File: config.mk
export PLATFORM = sky130hd
export DESIGN_NAME = dragon_pal_sync_gen
export DESIGN_NICKNAME = d
export VERILOG_FILES = /design/src/rtl/dragon_pal_sync_gen.sv
export SDC_FILE = /design/constraint.sdc
export NUM_CORES = 1
export LEC_CHECK = 0
export BUFFER_PORTS_ARGS = -buffer_cell sky130_fd_sc_hd__buf_4
export CORE_MARGIN = 1
export CORE_UTILIZATION = 40
export DETAILED_ROUTE_END_ITERATION = 10
export PLACE_DENSITY = 0.68
export SLEW_MARGIN = 20
export SYNTH_ARGS = -nofsm -noshare
export SYNTH_HDL_FRONTEND = slang
export SYNTH_SLANG_ARGS = --single-unit
File: constraint.sdc
create_clock -name Clk -period 5.8 [get_ports Clk]
set_input_delay 0.29 -clock Clk [delete_from_list [all_inputs] [get_ports Clk]]
set_output_delay 0.29 -clock Clk [all_outputs]
set_load 0.01 [all_outputs]
File: src/rtl/dragon_pal_sync_gen.sv
// Dragon PAL sync generator: dot/line counters with registered HSn, FSn,
// Active and FieldStart decoded from the next counter values.

module dragon_pal_sync_gen_chk #(
  parameter int H_TOTAL  = 228,
  parameter int HS_START = 200,
  parameter int HS_WIDTH = 16,
  parameter int V_TOTAL  = 312,
  parameter int FS_START = 240,
  parameter int FS_LINES = 32,
  parameter int ACT_H    = 128,
  parameter int ACT_V    = 192
) ();
  if (HS_START + HS_WIDTH > H_TOTAL) begin : g_hs_fit
    $error("dragon_pal_sync_gen: HSn pulse runs past end of line");
  end
  if (FS_START + FS_LINES > V_TOTAL) begin : g_fs_fit
    $error("dragon_pal_sync_gen: FSn pulse runs past end of field");
  end
  if (ACT_H >= HS_START) begin : g_act_h
    $error("dragon_pal_sync_gen: active width overlaps HSn");
  end
  if (ACT_V > FS_START) begin : g_act_v
    $error("dragon_pal_sync_gen: active height overlaps FSn");
  end
  if (H_TOTAL > 256 || H_TOTAL < 2) begin : g_h_range
    $error("dragon_pal_sync_gen: H_TOTAL out of range");
  end
  if (V_TOTAL > 512 || V_TOTAL < 2) begin : g_v_range
    $error("dragon_pal_sync_gen: V_TOTAL out of range");
  end
endmodule

module dragon_pal_sync_gen #(
  parameter int H_TOTAL  = 228,
  parameter int HS_START = 200,
  parameter int HS_WIDTH = 16,
  parameter int V_TOTAL  = 312,
  parameter int FS_START = 240,
  parameter int FS_LINES = 32,
  parameter int ACT_H    = 128,
  parameter int ACT_V    = 192
) (
  input  logic       Clk,
  input  logic       Reset,
  input  logic       ClkEn,
  output logic       HSn,
  output logic       FSn,
  output logic [7:0] DotCount,
  output logic [8:0] LineCount,
  output logic       Active,
  output logic       FieldStart
);

  localparam logic [7:0] H_LAST   = 8'(H_TOTAL - 1);
  localparam logic [8:0] V_LAST   = 9'(V_TOTAL - 1);
  localparam logic [9:0] HS_BEG_W = 10'(HS_START);
  localparam logic [9:0] HS_END_W = 10'(HS_START + HS_WIDTH);
  localparam logic [9:0] FS_BEG_W = 10'(FS_START);
  localparam logic [9:0] FS_END_W = 10'(FS_START + FS_LINES);
  localparam logic [9:0] ACT_H_W  = 10'(ACT_H);
  localparam logic [9:0] ACT_V_W  = 10'(ACT_V);

  dragon_pal_sync_gen_chk #(
    .H_TOTAL(H_TOTAL), .HS_START(HS_START), .HS_WIDTH(HS_WIDTH),
    .V_TOTAL(V_TOTAL), .FS_START(FS_START), .FS_LINES(FS_LINES),
    .ACT_H(ACT_H), .ACT_V(ACT_V)
  ) u_chk ();

  logic [7:0] dot_r;
  logic [8:0] line_r;
  logic       hsn_r;
  logic       fsn_r;
  logic       act_r;
  logic       fst_r;

  logic [7:0] dot_nxt_s;
  logic [8:0] line_nxt_s;
  logic [9:0] dot_w_s;
  logic [9:0] line_w_s;
  logic       hsn_nxt_s;
  logic       fsn_nxt_s;
  logic       act_nxt_s;
  logic       fst_nxt_s;

  // Next dot/line position, line advancing only on the dot wrap.
  always_comb begin
    dot_nxt_s  = dot_r;
    line_nxt_s = line_r;
    if (dot_r == H_LAST) begin
      dot_nxt_s = 8'd0;
      if (line_r == V_LAST) begin
        line_nxt_s = 9'd0;
      end else begin
        line_nxt_s = line_r + 9'd1;
      end
    end else begin
      dot_nxt_s = dot_r + 8'd1;
    end
  end

  // Decode strobes from the next position so they line up with the counters.
  always_comb begin
    dot_w_s   = {2'b00, dot_nxt_s};
    line_w_s  = {1'b0, line_nxt_s};
    hsn_nxt_s = ~((dot_w_s >= HS_BEG_W) && (dot_w_s < HS_END_W));
    fsn_nxt_s = ~((line_w_s >= FS_BEG_W) && (line_w_s < FS_END_W));
    act_nxt_s = (dot_w_s < ACT_H_W) && (line_w_s < ACT_V_W);
    fst_nxt_s = (dot_nxt_s == 8'd0) && (line_nxt_s == 9'd0);
  end

  // Counter and output registers; everything holds while ClkEn is low.
  always_ff @(posedge Clk or posedge Reset) begin
    if (Reset) begin
      dot_r  <= 8'd0;
      line_r <= 9'd0;
      hsn_r  <= 1'b1;
      fsn_r  <= 1'b1;
      act_r  <= 1'b1;
      fst_r  <= 1'b1;
    end else if (ClkEn) begin
      dot_r  <= dot_nxt_s;
      line_r <= line_nxt_s;
      hsn_r  <= hsn_nxt_s;
      fsn_r  <= fsn_nxt_s;
      act_r  <= act_nxt_s;
      fst_r  <= fst_nxt_s;
    end
  end

  assign DotCount   = dot_r;
  assign LineCount  = line_r;
  assign HSn        = hsn_r;
  assign FSn        = fsn_r;
  assign Active     = act_r;
  assign FieldStart = fst_r;

endmodule

# ---- Yosys cells after proc, flatten, opt, wreduce, memory -nomap -nowiden
# Cells that the tools add are included.
dict set report word_totals {
  memories 0
  register_bits 21
  latchBits 0
  out_inout_bits 21
  inputBits 3
  romBits 0
  wordCells 27
  ramBits 0
}
dict set report op_classes {
  n_reduce_logical 6
  div_mod_pow 0
  shift 0
  n_bitwise 2
  mul 0
  eq_ne 2
  add_sub_neg 2
  muxes 3
  n_lt_le_gt_ge 6
}
# cell count
set ops {}
lappend ops {{$mux W9} 2}
lappend ops {{$lt A8 B8 Y1 const B} 2}
lappend ops {{$add A9 B1 Y9 const B} 1}
lappend ops {{$eq A9 B9 Y1 const B} 1}
lappend ops {{$ge A9 B8 Y1 const B} 1}
lappend ops {{$logic_not A9 Y1} 1}
lappend ops {{$lt A9 B8 Y1 const B} 1}
lappend ops {{$lt A9 B9 Y1 const B} 1}
lappend ops {{$add A8 B1 Y8 const B} 1}
lappend ops {{$eq A8 B8 Y1 const B} 1}
lappend ops {{$ge A8 B8 Y1 const B} 1}
lappend ops {{$logic_not A8 Y1} 1}
lappend ops {{$mux W8} 1}
lappend ops {{$logic_and A1 B1 Y1} 4}
lappend ops {{$not A1 Y1} 2}

# ---- Depth between registers and ports, before layout
dict set report logic_depth {
  depth_word 6
  depth_mapped 10
}

# ---- Worst setup path after synthesis
# No wires, ideal clock.
dict set report synth_path {
  path_type {reg2reg}
  startpoint {register dot_r[0], in the netlist DotCount[0]}
  endpoint {register fsn_r, in the netlist FSn}
  setup_slack_ns 3.118
  arrival_ns 2.600
  path_buffers 2
  setup_ns 0.082
  t_required_ns 5.718
  stages_incl_launch_ff 10
  period_less_slack_ns 2.682
  path_cell_list {dfrtp_1 > ha_1 > buf_2 > or4b_1 > buf_2 > or4_4 > o211a_2 > nor4_2 > mux2i_1 > mux2_4}
}
dict set report synth_between {
  elab_chain_cells 5
  word_cells_on_any_way 6
  classes_between {order compare: 2; eq/ne: 1; mux: 1; bitwise: 1; reduce/logical: 1}
}
# item line
set synth_rtl {}
lappend synth_rtl {{start, declared} 70} ;# logic [7:0] dot_r;
lappend synth_rtl {{start signal, assigned} 122} ;# dot_r <= dot_nxt_s;
lappend synth_rtl {{$eq A8 B8 Y1 *} 90} ;# if (dot_r == H_LAST) begin
lappend synth_rtl {{$mux W9 *} 90}
lappend synth_rtl {{$ge A9 B8 Y1 or $lt A9 B9 Y1 (tied branches)} 107} ;# fsn_nxt_s = ~((line_w_s >= FS_BEG_W) && (line_w_s < FS_END_W));
lappend synth_rtl {{$logic_and A1 B1 Y1 *} 107}
lappend synth_rtl {{$not A1 Y1 *} 107}
lappend synth_rtl {{end signal, assigned} 125} ;# fsn_r <= fsn_nxt_s;
lappend synth_rtl {{end, declared} 73} ;# logic fsn_r;
# Mark *: on every way between the ends. The rest lies on a longest branch, timed or not.
# A chain may end at the register's enable or synchronous reset.

# ---- Worst setup path after layout
# Same ends and word-level chain as after synthesis.

==> out/qor.txt <==
Post-route minimum period -> 2880 ps
Fill cells -> 356
Die Y -> 61.6 um
Post-route setup TNS -> 0 ps
Total grt overflow -> 0
Hold WS -> 135 ps
Cell count after synthesis -> 158
Routability cong. -> 0.896
Post-Layout Cell Count -> 218
Area of the mapped netlist -> 1420 um^2
Syn_area_per_cell -> 8.98 um^2
Hold buffers post-CTS -> 0
CTS Root Buffer Type -> clkbuf_4
Most used DFF post-synth -> dfrtp_1
Core Region -> 3360 um^2
Worst-path fanout max -> 11
# DRC -> 0
TritonCTS buffer count -> 3
Total clock sinks -> 21
Layout cells sized above 1 -> 25.6%
Most common cell after layout, fill and taps aside -> buf_4
WP data required -> 6040 ps
Seq cells post-synth -> 21
Slowest CP cell -> or4b_1
Register Area -> 531 um^2
Ys async rst share -> 100%
H-tree depth -> 1
Leakage power -> 0.641 nW
Num rows -> 21
Clk buf depth -> 2
DRT antenna net count -> 0
Hold Crit Class -> in -> async
CP Capture Type -> register
Initial antenna violation count -> 0
Vias -> 1,249
F_max -> 0.347 GHz
Placed insts -> 214
# resized after CTS -> 0
Final HPWL DP -> 2.24 mm
Register area share after synthesis -> 37.4%
Status -> finished, final reports clean
Width of the die -> 61.6 um
Initial Util -> 42.2%
Final Slew Violations -> 0
Post-synthesis net count -> 163
Share of the synthesized area in the top cell type -> 30.0%
Slew Limit Headroom -> 46.1%
RSZ-0062 raised after global routing -> false
ANT cells -> 0
I/O pins -> 24
Vias per std cell -> 5.73
Unique masters post-synth -> 49
CP arrival -> 3120 ps
First-pass GRT wire length -> 5.02 mm
Final setup vio count -> 0
GRT Util Overall -> 17.9%
Cell family with most CP delay -> simple AND/OR/NAND/NOR gates
Top cell type by total area after synthesis -> dfrtp_1
Total Routed Length -> 3.03 mm
WP buf/inv -> 0
Most frequent cells in the layout -> buf_4 (23), dfrtp_1 (17), nand2_1 (16)
Clock Skew -> 2.77 ps
Max_cap viols -> 0
DR WL/cell -> 13.9 um
Power Density -> 288 nW/um^2
Nets -> 178
Multi-input logic area -> 798 um^2
Die area -> 3790 um^2
Vias in the first global route -> 1,084
Final Hold Fails -> 0
Crit path launch type -> register
Worst vdd ir -> 0.135 mV
Pre-antenna DRT Iters -> 4
Initial DRC count -> 61
Kind of critical path -> reg -> reg
Fin crit share -> 49.7%
Yosys warns -> 0
Final core utilization -> 47.8%
CTS tree -> done
Post-CTS Setup Bufs -> 0
Top area cells in the synthesized netlist -> dfrtp_1 (30%), dfstp_2 (7.4%), xnor2_1 (4.3%)
Clock Pin Slew Worst Setup and Hold Paths -> 120 ps
Pin count of the biggest net entering global routing -> 22
Worst Max-Slew Pin Slew -> 808 ps
Area growth syn-to-layout -> 13.3%
Crit path cell chain -> ha_1 -> or4b_1 -> nor2_1 -> o211ai_1 -> and4bb_2 -> mux2i_1 -> mux2_4
Worst skew pair latency -> 300 ps
Number of synthesized flops with an enable pin -> 0
IO Port Bufs -> 23
Max incr delay on CP -> 600 ps
==> cells in the mapped netlist, types with 5 or more instances <==
cell type  count
nand3_1        9
mux2_2         5
xnor2_1        7
inv_1          6
dfrtp_1       17
nand2_1       16
clkbuf_1       6
nor2_1        10
and3_1         5
o21ai_0        5
nor3_1         6
==> power breakdown <==
group          internal [mW]  total (mW)  leakage [nW]  switching [mW]
clock                 0.0268      0.0704        0.0150          0.0436
combinational         0.0873       0.167         0.369          0.0798
sequential             0.171       0.226         0.257          0.0543
total                  0.286       0.463         0.641           0.178
==> per-stage QoR <==
stage	power (mW)	area, um^2	setup WS (ps)
floorplan	0.350	1420	3120
global placement	0.392	1580	3040
detailed placement	0.396	1580	2950
CTS	0.468	1610	2910
global route	0.501	1610	2670
finish	0.463	1610	2920
==> kinds of logic after synthesis <==
group / synth area share [%]
simple gates: 27.1
compound gates: 16.1
flops: 37.4
buf+inv: 6.35
xor+xnor: 4.94
mux: 6.44
fa+ha+maj: 1.76
==> final timing paths <==
check / start / to / slack [ps] / cells past startpoint
max in group asynchronous: Reset / LineCount[5] / 5160 / 2
min in group Clk: ClkEn / Active / 350 / 2
setup reg to reg: DotCount[0] / FSn / 2920 / 7
setup / recovery: DotCount[0] / FSn / 2920 / 7
hold reg to reg: Active / Active / 480 / 2
hold / removal: Reset / DotCount[5] / 140 / 2
==> final cells by class <==
class,count,area share [%]
Sequential cell,21,33.0
Inverter,6,1.40
Timing Repair Buffer,23,10.7
Clock buffer,4,1.63
Tap cell,46,3.58
Multi-Input combinational cell,118,49.6
==> routing by layer <==
metal | track usage, % | vias to the layer above | routed length, um
met5 | 0 | - | 0
met4 | 5.71 | 0 | 23
met3 | 3.15 | 2 | 145
met2 | 28.3 | 37 | 1420
met1 | 25.0 | 593 | 1450
li1 | - | 617 | -
==> state kept, by name (all words and copies together), names as in the netlist <==
| signal | count |
|---|---|
| Active | 1 |
| HSn | 1 |
| DotCount | 8 |
| LineCount | 9 |
| FieldStart | 1 |
| FSn | 1 |
(Power assumes the default switching activity.)
